[src/rtl/sweep_sequencer_pkg.sv]
// Shared types for the DDS frequency-sweep controller.
// FSM state encoding, default widths and the decoder opcodes for sweep control.
package sweep_sequencer_pkg;

  localparam int M_W_DEF     = 32;
  localparam int DWELL_W_DEF = 24;

  typedef enum logic [1:0] {
    S_IDLE,
    S_EMIT,
    S_DWELL,
    S_FINISH
  } state_e;

  // Command-decoder opcodes that drive start/abort.
  localparam logic [3:0] OP_SWEEP = 4'h8;
  localparam logic [3:0] OP_ABORT = 4'h9;

endpackage

[src/rtl/sweep_sequencer_dwell_timer.sv]
// Loadable down-counter with zero flag, used to hold each sweep point.
// Ports: clk, rst_n (sync, active low), load_i/load_val_i, dec_i, zero_o.
module sweep_sequencer_dwell_timer #(
  parameter int DWELL_W = 24
) (
  input  logic               clk,
  input  logic               rst_n,
  input  logic               load_i,
  input  logic [DWELL_W-1:0] load_val_i,
  input  logic               dec_i,
  output logic               zero_o
);

  logic [DWELL_W-1:0] cnt_q;
  logic [DWELL_W-1:0] cnt_d;

  always_comb begin
    cnt_d = cnt_q;
    if (load_i) begin
      cnt_d = load_val_i;
    end else if (dec_i && (cnt_q != '0)) begin
      cnt_d = cnt_q - DWELL_W'(1);
    end
  end

  always_ff @(posedge clk) begin
    if (!rst_n) begin
      cnt_q <= '0;
    end else begin
      cnt_q <= cnt_d;
    end
  end

  assign zero_o = (cnt_q == '0);

endmodule

[src/rtl/sweep_sequencer.sv]
// Frequency-sweep controller: steps DDS tuning word m from start to stop.
// Ports: cfg_start/stop/step/dwell, start/abort in; m, set, busy, done out.
// Option: SWEEP_REPEAT_EN restarts the sweep instead of finishing.
module sweep_sequencer
  import sweep_sequencer_pkg::*;
#(
  parameter int M_W     = M_W_DEF,
  parameter int DWELL_W = DWELL_W_DEF
) (
  input  logic               clk,
  input  logic               rst_n,
  input  logic [M_W-1:0]     cfg_start,
  input  logic [M_W-1:0]     cfg_stop,
  input  logic [M_W-1:0]     cfg_step,
  input  logic [DWELL_W-1:0] cfg_dwell,
  input  logic               start,
  input  logic               abort,
  output logic [M_W-1:0]     m,
  output logic               set,
  output logic               busy,
  output logic               done
);

  state_e state_q, state_d;

  logic [M_W-1:0]     start_q, stop_q, step_q;
  logic [DWELL_W-1:0] rld_q;

  logic [M_W-1:0] m_d;
  logic           set_d, busy_d, done_d;

  logic lat_en, ld, dec, zero;
  logic more;

  logic [M_W:0]   nxt_w;
  logic [M_W-1:0] nxt;

  // Carry out or overshoot both clamp to stop, so the last point is stop.
  always_comb begin
    nxt_w = {1'b0, m} + {1'b0, step_q};
    if (nxt_w[M_W] || (nxt_w[M_W-1:0] > stop_q)) begin
      nxt = stop_q;
    end else begin
      nxt = nxt_w[M_W-1:0];
    end
  end

  assign more = (m != stop_q) && (step_q != '0) && (start_q <= stop_q);

  sweep_sequencer_dwell_timer #(
    .DWELL_W (DWELL_W)
  ) u_timer (
    .clk        (clk),
    .rst_n      (rst_n),
    .load_i     (ld),
    .load_val_i (rld_q),
    .dec_i      (dec),
    .zero_o     (zero)
  );

  always_ff @(posedge clk) begin
    if (!rst_n) begin
      state_q <= S_IDLE;
      m       <= '0;
      set     <= 1'b0;
      busy    <= 1'b0;
      done    <= 1'b0;
      start_q <= '0;
      stop_q  <= '0;
      step_q  <= '0;
      rld_q   <= '0;
    end else begin
      state_q <= state_d;
      m       <= m_d;
      set     <= set_d;
      busy    <= busy_d;
      done    <= done_d;
      if (lat_en) begin
        start_q <= cfg_start;
        stop_q  <= cfg_stop;
        step_q  <= cfg_step;
        // Store D-1 with D = max(dwell,1).
        rld_q   <= (cfg_dwell == '0) ? '0
                                     : cfg_dwell - DWELL_W'(1);
      end
    end
  end

  always_comb begin
    state_d = state_q;
    case (state_q)
      S_IDLE: begin
        if (start && !abort) state_d = S_EMIT;
      end
      S_EMIT: begin
        state_d = abort ? S_IDLE : S_DWELL;
      end
      S_DWELL: begin
        if (abort) begin
          state_d = S_IDLE;
        end else if (zero && !more) begin
`ifdef SWEEP_REPEAT_EN
          state_d = S_DWELL;
`else
          state_d = S_FINISH;
`endif
        end
      end
      S_FINISH: begin
        state_d = S_IDLE;
      end
      default: state_d = S_IDLE;
    endcase
  end

  // Next point is issued on the edge that ends the dwell, so set
  // pulses are exactly D cycles apart with no separate STEP cycle.
  always_comb begin
    m_d    = m;
    set_d  = 1'b0;
    busy_d = busy;
    done_d = 1'b0;
    lat_en = 1'b0;
    ld     = 1'b0;
    dec    = 1'b0;
    case (state_q)
      S_IDLE: begin
        busy_d = 1'b0;
        lat_en = start && !abort;
      end
      S_EMIT: begin
        if (abort) begin
          busy_d = 1'b0;
        end else begin
          m_d    = start_q;
          set_d  = 1'b1;
          busy_d = 1'b1;
          ld     = 1'b1;
        end
      end
      S_DWELL: begin
        if (abort) begin
          busy_d = 1'b0;
        end else if (!zero) begin
          dec = 1'b1;
        end else if (more) begin
          m_d   = nxt;
          set_d = 1'b1;
          ld    = 1'b1;
        end else begin
`ifdef SWEEP_REPEAT_EN
          m_d   = start_q;
          set_d = 1'b1;
          ld    = 1'b1;
`else
          done_d = 1'b1;
          busy_d = 1'b0;
`endif
        end
      end
      S_FINISH: begin
        busy_d = 1'b0;
      end
      default: busy_d = 1'b0;
    endcase
  end

endmodule

[config.mk]
export PLATFORM = sky130hd
export DESIGN_NAME = sweep_sequencer
export DESIGN_NICKNAME = d
export VERILOG_FILES = /design/src/rtl/sweep_sequencer_pkg.sv /design/src/rtl/sweep_sequencer_dwell_timer.sv /design/src/rtl/sweep_sequencer.sv
export SDC_FILE = /design/constraint.sdc
export NUM_CORES = 1
export LEC_CHECK = 0
export CELL_PAD_IN_SITES_DETAIL_PLACEMENT = 0
export CELL_PAD_IN_SITES_GLOBAL_PLACEMENT = 1
export CORE_UTILIZATION = 30
export DETAILED_ROUTE_END_ITERATION = 10
export PLACE_DENSITY_LB_ADDON = 0.25
export SYNTH_ARGS = -nofsm -noshare
export SYNTH_HDL_FRONTEND = slang
export SYNTH_HIERARCHICAL = 1
export SYNTH_SLANG_ARGS = --single-unit
export TNS_END_PERCENT = 5
[constraint.sdc]
create_clock -name clk -period 5.37 [get_ports clk]
set_input_delay 1.074 -clock clk [delete_from_list [all_inputs] [get_ports clk]]
set_output_delay 1.074 -clock clk [all_outputs]
set_load 0.1 [all_outputs]
==> impl_metrics.ini, run 1 <==
[outcome]
status = finished clean

[pwr]
powerDensity_mw_per_mm2 = 261.3
p_total_mw = 3.816
leakagePower_nw = 5.570
ir_drop_mv = 0.1287

[floorplanning]
rows = 72
initial_core_util_pct = 30.56
die_h_um = 201.1
dieArea_sq_mm = 0.04045
core_area_sq_mm = 0.03892
design.portCount = 159
die_width_um = 201.1

[timing]
hold_ws_ns = 0.4723
final_hold_viol_count = 0
tightest_slew_ns = 1.156
grt_setup_unrepaired = no
fmaxAchievable_mhz = 196.5
final-max-slew-violation-count = 0
clock_skew_ns = 0.01653
relSlewSlack_pct = 22.85
setup_violations = 0
setup_tns_ns = 0
period_share_pct = 94.75
min_period_ns = 5.088

[final_layout]
num_antenna_cells = 0
multi_input_comb_area_sq_mm = 0.007769
nNetsFinal = 1819
seqCellArea_sq_mm = 0.003623
final_core_util_pct = 37.53
drive_above_1_share_pct = 6.425
nFillCells = 4102
area_growth_pct = 22.80

[clocking]
htreeDepth = 4
cts_num_sinks = 181
cts_root_buffer = clkbuf_16
cts_tree = done
cts_buffers = 17
cts_setup_buffers = 0
clkLatencyLatePin_ns = 0.46
clock_tree.buffer_depth = 2
clk_pin_slew_ns = 0.07

[synth]
synth_common_cells = 249 x nand2_1, 181 x dfxtp_1, 104 x ha_1
synth-seq-cells = 181
async_reset_ff_share_pct = 0
syn_area_sq_mm = 0.01189
synthesis.nets = 1691
synth-main-ff-cell = dfxtp_1
synth_area_leaders = dfxtp_1 30%, ha_1 11%, nand2_1 7.9%, a21boi_0 6.2%, xnor2_1 5.3%
syn_inst = 1462
yosysSeqAreaShare_pct = 30.46
yosysUniqueCellTypes = 77
syn_avg_cell_area_sq_um = 8.135
synth_edf_count = 0
synth_top_cell_by_area = dfxtp_1
synth_top_area_share_pct = 30.46
synth.most_common_cell = nand2_1
yosys_warnings = 6

[global_route]
grt_pass1_vias = 10680
grt_pass1_wl_um = 62000
busiest_layer = met2
grt_use_total_pct = 19.80
grt_use_met3_pct = 3.401
gr-usage-met1_pct = 27.65
grt_overflow = 0
grt_max_degree = 77
antenna_found_initial = 0
grt_use_met2_pct = 31.03

[setup_path]
critPathSlowestCell = fa_1
start_kind = register
cp.required_ns = 5.69
critical_path.max_stage_delay_ns = 0.41
worst_ep_arrival_time_ns = 5.41
cp_cell_sequence = ha_1, fa_1, a21o_1, a221oi_2, buf_4, nor3_1, o2111a_1, o31ai_1, a21oi_1, xor2_1, ha_1, nand4_1, nor3_1, nand2_1, a31oi_1, o22ai_1, o211ai_1, buf_4, mux2_2, mux2i_1, a21oi_1
cp_max_fo = 10
cp-end-kind = register
path_class = register to register

[routing]
vias = 10870
via_per_inst = 5.123
route.detailed.drc = 0
drt_iter0_drc = 526
drtPass1Iterations = 5
routed_wl_um = 39930
drtAntennaViolNets = 0
routedWlPerCell_um = 18.83

[worst_hold_path]
hp-class = register to register

[placement]
dp_hpwl_um = 31080
portBuffers = 158
place_congestion = 0.9101

[flow_run]
cap_viol_max_count = 0
cell families after synthesis:
group           after synthesis  synth area share [%]
xor+xnor                     98                 7.216
mux                          28                 2.367
flops                       181                 30.47
buf+inv                     129                 4.439
fa+ha+maj                   105                 11.11
compound gates              411                 24.14
simple gates                510                 20.26
cells in the final DEF (no fill, tap or decap), types with 20 or more instances in the layout:
master and count:
ha_1 103, inv_1 55, nor3_1 20, buf_4 23, xnor2_1 72, a21oi_1 99, xor2_1 26, clkdlybuf4s50_1 157
nand2_1 249, nand4_1 33, o21ai_0 52, a21boi_0 99, dfxtp_1 181, a22o_1 27, nor2_1 77, mux2i_1 27
nor4_1 22, nor2b_1 27
path summary, 6_finish.rpt:
check	start	endpoint	slack (ns)	cells after the start
setup / recovery	m[0]	m[2]	0.28	21
hold / removal	rld_q[1]	rld_q[1]	0.47	2
setup reg to reg	m[0]	m[2]	0.28	21
hold reg to reg	rld_q[1]	rld_q[1]	0.47	2
final cells by class:
type | instances | area share, %
multi-input combinational | 1152 | 53.19
inverter | 57 | 1.465
tap | 518 | 4.438
clock buffer | 20 | 3.058
clock inverter | 12 | 0.9595
sequential | 181 | 24.81
timing repair buffer | 181 | 12.08
power by group:
group	leakage (nW)	internal (mW)	switching, mW	total (mW)
Sequential	1.47	1.41	0.0740	1.48
Clock	0.284	0.707	0.605	1.31
Combinational	3.82	0.419	0.604	1.02
worst max-delay path, delay by kind of cell (launching register included):
kind	cells	cell delay [ns]
muxes	2	0.49
DFF	1	0.38
adders and majority gates	3	0.98
xor gates and xnor gates	1	0.19
and+or+nand+nor	4	0.64
buffers and inverters	2	0.49
AOI/OAI and AO/OA	9	1.78
sequential cells by signal, summed over array words and instances (netlist names):
register       cells
m                 32
rld_q             24
busy               1
u_timer/cnt_q     24
state_q            2
start_q           32
step_q            32
stop_q            32
done               1
set                1
routing by layer:
metal  up-vias  part of all wire [%]
li1       5484                     -
met1      5130                    50
met2       213                    44
met3        39                   3.8
met4         0                   1.7
met5         -                     0
stage by stage:
| stage | std cells | setup WS, ns | area (sq um) |
|---|---|---|---|
| CTS | 2121 | 0.1228 | 14600 |
| detailed placement | 2089 | 0.1631 | 14010 |
| floorplan | 1462 | 0.3144 | 11890 |
| global route | 2121 | 0.02253 | 14610 |
| finish | 2121 | 0.2819 | 14610 |
| global placement | 2089 | 0.2886 | 14010 |
timing repair:
| item | 4_1_cts | 5_1_grt |
|---|---|---|
| gates resized for setup | 0 | 1 |
| endpoints found under the setup margin | 0 | 21 |
| hold buffers | 0 | 0 |
| endpoints found under the hold margin | 0 | 0 |
No activity file was read; power rests on OpenSTA's default activity.
==> run 2: changes to the inputs <==
- CAP_MARGIN: unset -> 10
==> results of run 2 <==
The final DEF is identical to that of run 1; final timing and power are the same.
==> run 3: changes to the inputs <==
- SLEW_MARGIN: unset -> 0
==> results of run 3 <==
The final DEF is identical to that of run 1; final timing and power are the same.
